[src/rtl/clk_div_pkg.sv]
// Shared types, defaults and width helpers for the programmable clock divider.
// The optional per-channel TICK output is enabled by defining CLK_DIV_TICK_EN.
package clk_div_pkg;

    localparam int CFG_WIDTH    = 16;
    localparam int DEFAULT_DIV  = 15;
    localparam int DEFAULT_HIGH = 7;

    typedef struct packed {
        logic [CFG_WIDTH-1:0] div;
        logic [CFG_WIDTH-1:0] high;
    } cfg_t;

    function automatic int clogb2(input int value);
        int result;
        result = 0;
        for (int v = value - 1; v > 0; v = v >> 1) begin
            result++;
        end
        return result;
    endfunction

    // A single-channel build still needs a 1-bit channel select.
    function automatic int ch_idx_w(input int channels);
        return (channels > 1) ? clogb2(channels) : 1;
    endfunction

endpackage

[src/rtl/clk_div_channel.sv]
// One divider channel: period counter, shadowed div/high settings and registered output.
// Defining CLK_DIV_TICK_EN adds o_tick, a one-cycle pulse on each wrap to zero.
module clk_div_channel
    import clk_div_pkg::*;
#(
    parameter int WIDTH    = CFG_WIDTH,
    parameter int RST_DIV  = DEFAULT_DIV,
    parameter int RST_HIGH = DEFAULT_HIGH
) (
    input  logic             i_clk,
    input  logic             i_rst_n,
    input  logic             i_en,
    input  logic             i_sync,
    input  logic             i_we,
    input  logic [WIDTH-1:0] i_cfg_div,
    input  logic [WIDTH-1:0] i_cfg_high,
    output logic             o_pend,
    output logic             o_out
`ifdef CLK_DIV_TICK_EN
    ,
    output logic             o_tick
`endif
);

    typedef struct packed {
        logic [WIDTH-1:0] div;
        logic [WIDTH-1:0] high;
    } ch_cfg_t;

    localparam logic [WIDTH-1:0] RST_DIV_W  = WIDTH'(RST_DIV);
    localparam logic [WIDTH-1:0] RST_HIGH_W = WIDTH'(RST_HIGH);
    // Reset count sits on the last slot so the first enabled edge wraps and starts a full period.
    localparam logic [WIDTH-1:0] RST_CNT    = (RST_DIV >= 2) ? WIDTH'(RST_DIV - 1) :
                                              (RST_DIV == 1) ? WIDTH'(1) : '0;

    ch_cfg_t          r_act;
    ch_cfg_t          r_shd;
    ch_cfg_t          w_act_next;
    logic [WIDTH-1:0] r_cnt;
    logic [WIDTH-1:0] w_cnt_next;
    logic [WIDTH-1:0] w_last;
    logic             r_pend;
    logic             r_out;
    logic             r_tick;
    logic             w_dis;
    logic             w_wrap;
    logic             w_apply;
    logic             w_out_next;

    // NOTE: every signal gets a value on every path of this block, so no latch is inferred.
    always_comb begin
        w_dis      = (r_act.div == '0);
        w_last     = (r_act.div < WIDTH'(2)) ? WIDTH'(1) : r_act.div - WIDTH'(1);
        w_wrap     = i_sync | (i_en & (w_dis | (r_cnt == w_last)));
        // A write landing on the boundary wins over applying the older shadow value.
        w_apply    = r_pend & (w_wrap | w_dis) & ~i_we;
        w_act_next = w_apply ? r_shd : r_act;

        if (w_wrap) begin
            w_cnt_next = '0;
        end else if (i_en & ~w_dis) begin
            w_cnt_next = r_cnt + WIDTH'(1);
        end else begin
            w_cnt_next = r_cnt;
        end

        w_out_next = (w_act_next.div != '0) && (w_cnt_next < w_act_next.high);
    end

    // NOTE: non-blocking assignments make every register sample the pre-edge values.
    always_ff @(posedge i_clk or negedge i_rst_n) begin
        if (!i_rst_n) begin
            r_cnt  <= RST_CNT;
            r_act  <= '{div: RST_DIV_W, high: RST_HIGH_W};
            r_shd  <= '0;
            r_pend <= 1'b0;
            r_out  <= 1'b0;
            r_tick <= 1'b0;
        end else begin
            r_act  <= w_act_next;
            r_cnt  <= w_cnt_next;
            r_tick <= w_wrap & (w_act_next.div != '0);
            if (i_sync | i_en) begin
                r_out <= w_out_next;
            end
            if (i_we) begin
                r_shd  <= '{div: i_cfg_div, high: i_cfg_high};
                r_pend <= 1'b1;
            end else if (w_apply) begin
                r_pend <= 1'b0;
            end
        end
    end

    assign o_pend = r_pend;
    assign o_out  = r_out;
`ifdef CLK_DIV_TICK_EN
    assign o_tick = r_tick;
`else
    logic w_tick_unused;
    assign w_tick_unused = r_tick;
`endif

endmodule

[src/rtl/prog_clk_divider.sv]
// Multi-channel runtime-programmable clock divider; decodes config writes to per-channel strobes.
// Defining CLK_DIV_TICK_EN adds the TICK output (one pulse per channel wrap).
module prog_clk_divider #(
    parameter int CHANNELS     = 4,
    parameter int WIDTH        = clk_div_pkg::CFG_WIDTH,
    parameter int DEFAULT_DIV  = clk_div_pkg::DEFAULT_DIV,
    parameter int DEFAULT_HIGH = clk_div_pkg::DEFAULT_HIGH
) (
    input  logic                                      IN_CLK,
    input  logic                                      RST_N,
    input  logic                                      EN,
    input  logic                                      SYNC,
    input  logic                                      CFG_WE,
    input  logic [clk_div_pkg::ch_idx_w(CHANNELS)-1:0] CFG_CH,
    input  logic [WIDTH-1:0]                          CFG_DIV,
    input  logic [WIDTH-1:0]                          CFG_HIGH,
    output logic [CHANNELS-1:0]                       CFG_PEND,
    output logic [CHANNELS-1:0]                       OUT_CLK
`ifdef CLK_DIV_TICK_EN
    ,
    output logic [CHANNELS-1:0]                       TICK
`endif
);

    import clk_div_pkg::*;

    localparam int CH_W = ch_idx_w(CHANNELS);

    logic [CHANNELS-1:0] w_we;

    // Out-of-range channel numbers match no index and are dropped.
    always_comb begin
        w_we = '0;
        for (int i = 0; i < CHANNELS; i++) begin
            w_we[i] = CFG_WE && (CFG_CH == CH_W'(i));
        end
    end

    for (genvar g = 0; g < CHANNELS; g++) begin : g_ch
        clk_div_channel #(
            .WIDTH    (WIDTH),
            .RST_DIV  (DEFAULT_DIV),
            .RST_HIGH (DEFAULT_HIGH)
        ) u_ch (
            .i_clk      (IN_CLK),
            .i_rst_n    (RST_N),
            .i_en       (EN),
            .i_sync     (SYNC),
            .i_we       (w_we[g]),
            .i_cfg_div  (CFG_DIV),
            .i_cfg_high (CFG_HIGH),
            .o_pend     (CFG_PEND[g]),
            .o_out      (OUT_CLK[g])
`ifdef CLK_DIV_TICK_EN
            ,
            .o_tick     (TICK[g])
`endif
        );
    end

endmodule
[config.mk]
export PLATFORM = sky130hd
export DESIGN_NAME = prog_clk_divider
export DESIGN_NICKNAME = d
export VERILOG_FILES = /design/src/rtl/clk_div_pkg.sv /design/src/rtl/clk_div_channel.sv /design/src/rtl/prog_clk_divider.sv
export SDC_FILE = /design/constraint.sdc
export NUM_CORES = 1
export LEC_CHECK = 0
export ABC_AREA = 1
export BUFFER_PORTS_ARGS = -buffer_cell sky130_fd_sc_hd__buf_2
export CAP_MARGIN = 40
export CORE_MARGIN = 2
export CORE_UTILIZATION = 40
export CTS_CLUSTER_SIZE = 28
export DETAILED_ROUTE_END_ITERATION = 10
export PLACE_DENSITY = 0.53
export SLEW_MARGIN = 10
export SYNTH_ARGS = -nofsm -noshare
export SYNTH_HDL_FRONTEND = slang
export SYNTH_SLANG_ARGS = --single-unit
[constraint.sdc]
create_clock -name IN_CLK -period 3.8 [get_ports IN_CLK]
set_input_delay 0.95 -clock IN_CLK [delete_from_list [all_inputs] [get_ports IN_CLK]]
set_output_delay 0.95 -clock IN_CLK [all_outputs]
set_load 0.01 [all_outputs]
== After elaboration in Yosys (flattened, before gate mapping) ==
Index checks and enable logic that the tools add are counted.

* Register bits after elaboration: 328
* Bits in latches: 0
* RAM bits: 0
* Memory bits (read-only): 0
* Input bits: 39
* Output and inout port bits: 8
* Word-level logic and storage cells: 133
* Memories kept: 0

* Add/sub/neg operators: 8
* Multipliers: 0
* Divide/modulo/power cells: 0
* Magnitude comparators: 8
* Eq/ne operators: 7
* Shift-type cells: 0
* Multiplexer cells: 24
* Bitwise logic cells: 37
* Reduce and logical (&&, ||, !) cells: 21

{| class="wikitable"
|+ Operators with widths
! cell !! number
|-
| $mux 16 || 12
|-
| $mux 32 || 4
|-
| $add 16x1->16 const B || 4
|-
| $eq 16x16->1 || 4
|-
| $logic_not 16->1 || 4
|-
| $lt 16x16->1 || 4
|-
| $lt 16x2->1 const B || 4
|-
| $reduce_bool 16->1 || 4
|-
| $sub 16x1->16 const B || 4
|-
| $and 1x1->1 || 16
|-
| $or 1x1->1 || 13
|-
| $logic_and 1x1->1 || 8
|-
| $mux 1 || 8
|-
| $not 1->1 || 8
|-
| $reduce_bool 2->1 || 4
|-
| $eq 2x2->1 const B || 2
|-
| $eq 2x1->1 const B || 1
|-
| $logic_not 2->1 || 1
|}

== Longest topological paths before layout ==
* Depth after elaboration: 12
* Gate-level depth with buffers: 32

== By module ==
Synthesis repeated with hierarchy kept, for this count alone.

* Cell total of the unflattened synthesis: 2470
* Area, all modules: 18570.3 um^2

{| class="wikitable"
|+ By module, submodules not included
! module !! times used !! cells an instance !! area each (um^2) !! sequential area each (um^2)
|-
| clk_div_channel (g_ch[0].u_ch ...) || 3 || 617 || 4642.0 || 2064.5
|-
| clk_div_channel (g_ch[2].u_ch) || 1 || 611 || 4614.4 || 2064.5
|-
| prog_clk_divider || 1 || 8 || 30.0 || 0.0
|}

== Worst setup path before layout ==
Ideal clock, no wire load.

* Path type: register to register
* Start: register g_ch[1].u_ch.r_act[16] (netlist name)
* End: register g_ch[1].u_ch.r_out
* Library setup time: 0.066 ns
* Data arrival time: 3.480 ns
* Data required time: 3.734 ns
* Setup slack: 0.254 ns
* Stages on the path, launching flop included: 29
* Buffers on the path: 2
* Period minus slack after synthesis: 3.546 ns
* Cell sequence: dfstp_2 inv_1 ha_1 nand2_1 nor2_1 nand2_1 nand3_1 and2_1 nor2_1 nand3_1 nor2_1 nand3_1 nand2_1 nand2_2 nand2_2 nand2_4 buf_2 clkbuf_1 o21ai_0 inv_1 ha_1 a21oi_1 nor2_1 a211oi_1 o21a_1 o21ai_0 nor2_1 nand2_1 nand2_1

{| class="wikitable"
|+ RTL lines
! element !! line !! text
|-
| from (decl) || clk_div_channel.sv:36 || <nowiki>ch_cfg_t r_act;</nowiki>
|-
| from (signal assigned) || clk_div_channel.sv:74 || <nowiki>r_act <= '{div: RST_DIV_W, high: RST_HIGH_W};</nowiki>
|-
| from (signal assigned) || clk_div_channel.sv:80 || <nowiki>r_act <= w_act_next;</nowiki>
|-
| to (signal assigned) || clk_div_channel.sv:84 || <nowiki>r_out <= w_out_next;</nowiki>
|-
| to (decl) || clk_div_channel.sv:43 || <nowiki>logic r_out;</nowiki>
|}

== Worst setup path after layout ==
* Start: register g_ch[3].u_ch.r_act[16] (netlist name)
* End: register g_ch[3].u_ch.r_out

* Elaborated cells between the ends (all ways): 19

{| class="wikitable"
|+ RTL lines
! element !! line !! text
|-
| from (decl) || clk_div_channel.sv:36 ||
|-
| from (signal assigned) || clk_div_channel.sv:74 ||
|-
| from (signal assigned) || clk_div_channel.sv:80 ||
|-
| $sub 16x1->16 or $lt 16x2->1 (tied branches) || clk_div_channel.sv:53 || <nowiki>w_last = (r_act.div < WIDTH'(2)) ? WIDTH'(1) : r_act.div - WIDTH'(1);</nowiki>
|-
| $mux 16 || clk_div_channel.sv:53 ||
|-
| $eq 16x16->1 || clk_div_channel.sv:54 || <nowiki>w_wrap = i_sync | (i_en & (w_dis | (r_cnt == w_last)));</nowiki>
|-
| $or 1x1->1 || clk_div_channel.sv:54 ||
|-
| $and 1x1->1 || clk_div_channel.sv:54 ||
|-
| $or 1x1->1 || clk_div_channel.sv:54 ||
|-
| $mux 16 * || clk_div_channel.sv:59 || <nowiki>if (w_wrap) begin</nowiki>
|-
| via g_ch[3].u_ch.w_cnt_next[14] || clk_div_channel.sv:40 || <nowiki>logic [WIDTH-1:0] w_cnt_next;</nowiki>
|-
| $lt 16x16->1 * || clk_div_channel.sv:67 || <nowiki>w_out_next = (w_act_next.div != '0) && (w_cnt_next < w_act_next.high);</nowiki>
|-
| $logic_and 1x1->1 * || clk_div_channel.sv:67 ||
|-
| to (signal assigned) || clk_div_channel.sv:84 ||
|-
| to (decl) || clk_div_channel.sv:43 ||
|}

The timed path passes the listed nets; every way through them passes the cells marked *.
A chain may end at the register's enable or synchronous reset.

==> impl_metrics.prom <==
# TYPE chip_impl_metric gauge
chip_impl_info{name="main_combinational_cell_family_by_area_after_synthesis",value="simple AND/OR/NAND/NOR gates"} 1
chip_impl_metric{name="path_max_fanout",unit=""} 4
chip_impl_metric{name="num_io_pins",unit=""} 47
chip_impl_metric{name="synth-adder-area-share",unit=""} 0.0487
chip_impl_metric{name="gp_congestion",unit=""} 0.868
chip_impl_metric{name="worst_setup_hold_path_clk_slew",unit="ps"} 60
chip_impl_metric{name="first_global_vias",unit=""} 15308
chip_impl_info{name="synth.top_cells.by_area",value="dfrtp_1, nand2_1, inv_1"} 1
chip_impl_metric{name="layout_cells_sized_above_1",unit=""} 0.171
chip_impl_metric{name="detailedPlace.worstSlack",unit="ps"} -132
chip_impl_metric{name="crit_required",unit="ps"} 4240
chip_impl_metric{name="dieArea",unit="mm^2"} 0.0480
chip_impl_metric{name="sw_frac_of_total",unit=""} 0.354
chip_impl_metric{name="hold_viol",unit=""} 0
chip_impl_metric{name="synth_simple_gate_area_share",unit=""} 0.268
chip_impl_metric{name="yosys.cell_types.count",unit=""} 38
chip_impl_metric{name="worstSkewPairLatency",unit="ps"} 550
chip_impl_metric{name="timing.critical_path.arrival",unit="ps"} 4030
chip_impl_metric{name="start_util",unit=""} 0.406
chip_impl_metric{name="synth.mux.area_fraction",unit=""} 0
chip_impl_info{name="status",value="finished, final reports clean"} 1
chip_impl_metric{name="pwr_density_cell",unit="mW/mm^2"} 583
chip_impl_info{name="tritoncts_clock_tree",value="yes"} 1
chip_impl_metric{name="clock-sinks",unit=""} 328
chip_impl_info{name="crit_path_start_kind",value="register"} 1
chip_impl_metric{name="comb_power_share",unit=""} 0.334
chip_impl_metric{name="power",unit="W"} 0.0130
chip_impl_metric{name="fin_nets",unit=""} 2717
chip_impl_info{name="yosysMostFrequentCell",value="nand2_1"} 1
chip_impl_metric{name="post-route-util",unit=""} 0.488
chip_impl_info{name="crit_path_end_kind",value="register"} 1
chip_impl_metric{name="drt-total-wl",unit="mm"} 52.6
chip_impl_info{name="class_of_the_most_critical_setup_path",value="reg2reg"} 1
chip_impl_metric{name="worst_vdd_ir",unit="V"} 0.000368
chip_impl_metric{name="power_report.internal_total",unit="W"} 0.00837
chip_impl_metric{name="max_cap_viol_count",unit=""} 0
chip_impl_metric{name="pwr-share-seq",unit=""} 0.362
chip_impl_metric{name="cts_hold_buffers",unit=""} 0
chip_impl_metric{name="dpl.hpwl",unit="mm"} 38.2
chip_impl_metric{name="htree_levels",unit=""} 2
chip_impl_metric{name="synth-xor-area-share",unit=""} 0.0189
chip_impl_metric{name="skew",unit="ps"} 7.87
chip_impl_metric{name="synthesis.yosys.warnings",unit=""} 0
chip_impl_metric{name="synth_compound_area_frac",unit=""} 0.104
chip_impl_metric{name="async_flop_share",unit=""} 1.00
chip_impl_metric{name="vias_per_cell",unit=""} 4.87
chip_impl_metric{name="avgRoutedWirePerCell",unit="um"} 16.2
chip_impl_info{name="post_synth_most_frequent_cells",value="nand2_1, inv_1, dfrtp_1"} 1
chip_impl_metric{name="fp.dieW",unit="um"} 219
chip_impl_metric{name="power_frac_clock",unit=""} 0.304
chip_impl_metric{name="cts_made_buffers",unit=""} 39
chip_impl_metric{name="max-slew-margin-rel",unit=""} 0.329
chip_impl_metric{name="worst-slew-pin-transition",unit="ps"} 1000
chip_impl_metric{name="synth_sequential_area_ratio",unit=""} 0.446
chip_impl_metric{name="global_route_wire_length_before_repair",unit="mm"} 82.0
chip_impl_metric{name="final_antenna_net_count",unit=""} 0
chip_impl_metric{name="antenna_violations_before_repair",unit=""} 1
chip_impl_metric{name="total_number_of_vias",unit=""} 15779
chip_impl_metric{name="final_max_slew_viol_count",unit=""} 0
chip_impl_metric{name="fillCellCount",unit=""} 4607
chip_impl_metric{name="synth_enable_flop_cells",unit=""} 0
chip_impl_metric{name="place.port_buffers",unit=""} 46
chip_impl_metric{name="detailedRoute.firstIterationViolations",unit=""} 905
chip_impl_metric{name="worst_slack",unit="ps"} 217
chip_impl_metric{name="highest_clock_frequency_the_design_can_meet",unit="GHz"} 0.279
chip_impl_metric{name="power.leakage",unit="nW"} 11.3
chip_impl_metric{name="die_h",unit="um"} 219
chip_impl_metric{name="mappedNetlistArea",unit="mm^2"} 0.0185
chip_impl_metric{name="yosys_register_bits",unit=""} 328
chip_impl_metric{name="synth_nets",unit=""} 2581
chip_impl_metric{name="cts_max_path_buffers",unit=""} 3
chip_impl_metric{name="global_route_congestion_overflow_total",unit=""} 0
chip_impl_metric{name="synth_top_area_frac",unit=""} 0.389
chip_impl_info{name="netlist.top_cell.by_area",value="dfrtp_1"} 1
chip_impl_metric{name="drc",unit=""} 0
chip_impl_metric{name="num_rows",unit=""} 78
chip_impl_metric{name="grt_max_degree",unit=""} 94
chip_impl_info{name="synth_ff_type",value="dfrtp_1"} 1
chip_impl_metric{name="placeableCoreArea",unit="mm^2"} 0.0456
chip_impl_info{name="min_path_type",value="in2async"} 1
chip_impl_metric{name="syn_area_per_cell",unit="um^2"} 7.50
chip_impl_metric{name="finalSetupViolCount",unit=""} 0
chip_impl_info{name="cts.root.buffer_cell",value="clkbuf_16"} 1
chip_impl_metric{name="drt_pass1_iterations",unit=""} 5
chip_impl_info{name="rsz0062_at_grt",value="yes"} 1
chip_impl_metric{name="final.min_clock_period",unit="ps"} 3580
chip_impl_metric{name="synth_cells",unit=""} 2470
chip_impl_metric{name="final.period_utilization",unit=""} 0.943
chip_impl_metric{name="power.switching",unit="W"} 0.00459
chip_impl_metric{name="syn_to_final_growth",unit="%"} 20.1
chip_impl_metric{name="global_route.usage.total",unit=""} 0.220
## routing by layer
layer,vias up,wire [um],global-route usage
met5,-,0,0
met4,0,1460,0.0703
met3,70,2130,0.0269
met2,258,24600,0.365
met1,7452,24400,0.300
li1,7999,-,-
## repair_timing
| item | in CTS | in global routing |
|---|---|---|
| cloned | 0 | 8 |
| pin swaps | 0 | 48 |
| setup endpoints to repair | 1 | 4 |
| resized for setup | 3 | 210 |
| setup buffers | 0 | 28 |
## cells in the final DEF, fill, tap and decap left out, types with 6 or more instances in the layout
master,count
clkbuf_16,41
o21ai_1,33
clkbuf_8,13
nor3_2,9
buf_4,99
nand2_4,17
nor3_1,15
nand4_1,49
buf_12,11
nand2_1,673
nor2_2,28
inv_1,441
clkinv_2,6
buf_2,45
nand2_2,19
a211oi_2,6
dfrtp_1,284
nand2_8,6
o21ai_0,164
a21oi_1,32
clkbuf_1,6
and2_1,7
o21bai_1,10
nand3_1,134
dfstp_2,40
a31oi_1,6
o21ai_2,24
o21a_1,51
ha_1,67
inv_2,8
xor2_1,32
nor2_1,161
nor2_4,29
## layout make-up
cell class	count	area [um^2]	area share
inverter	451	1700	0.0765
antenna	1	2.50	0.000113
timing repair inverter	1	5.00	0.000225
clock inverter	11	135	0.00608
clock buffer	60	1230	0.0552
sequential	328	8260	0.372
tap	600	751	0.0338
timing repair buffer	160	1250	0.0562
multi-input combinational	1625	8900	0.400
## path summary, 6_finish.rpt
kind / from / end / slack [ps] / cells after the start
max: g_ch[3].u_ch.r_act[16] / g_ch[3].u_ch.o_out / 220 / 20
min: RST_N / g_ch[3].u_ch.r_act[29] / 380 / 1
max reg2reg: g_ch[3].u_ch.r_act[16] / g_ch[3].u_ch.o_out / 220 / 20
min reg2reg: g_ch[3].u_ch.r_act[13] / g_ch[3].u_ch.r_act[13] / 470 / 2
max in group asynchronous: RST_N / g_ch[3].u_ch.r_act[0] / 2400 / 2
min in group IN_CLK: g_ch[3].u_ch.r_act[13] / g_ch[3].u_ch.r_act[13] / 470 / 2
## cells by family after synthesis
| family | Yosys count |
|---|---|
| XOR/XNOR | 40 |
| adder cells (fa/ha/maj) | 72 |
| AO/OA/AOI/OAI | 340 |
| AND/OR/NAND/NOR | 1166 |
| flip-flops | 328 |
| buffers and inverters | 524 |
## per-stage QoR
stage          setup TNS (ps)  cells  area, um^2  hold slack (ps)
2_1_floorplan               0   2470       18500              450
3_3_place_gp             -110   3129       19800              468
3_5_place_dp             -261   3129       19800              470
4_1_cts                     0   3200       21200              466
5_1_grt                  -174   3236       22200              448
6_report                    0   3237       22200              377
## critical path, stage by stage (launching register included)
cell	delay, ps
dfstp_2	560
inv_2	70
ha_1	200
nand4_1	190
inv_2	90
nor2_4	100
inv_2	60
nor3_2	180
nand3_1	140
nor2_1	160
inv_1	140
nor4_4	260
nand4_1	180
xor2_1	200
nor2_1	80
ha_1	310
nand2_1	60
nor4_1	310
nand2_1	90
nand2_1	60
nand2_1	40
## registers in the layout, indices dropped and copies added, names as in the netlist
register,flops
g_ch.u_ch.o_out,4
g_ch.u_ch.o_pend,4
g_ch.u_ch.r_act,128
g_ch.u_ch.r_cnt,64
g_ch.u_ch.r_shd,128
## power groups by stage
stage               registers, W  clock network [W]  logic, W
floorplan                0.00466                  0   0.00269
global placement         0.00471                  0   0.00375
detailed placement       0.00473                  0   0.00381
CTS                      0.00467            0.00404   0.00383
global route             0.00478            0.00418   0.00497
finish                   0.00469            0.00394   0.00433
Power figures use the tool's default switching activity.
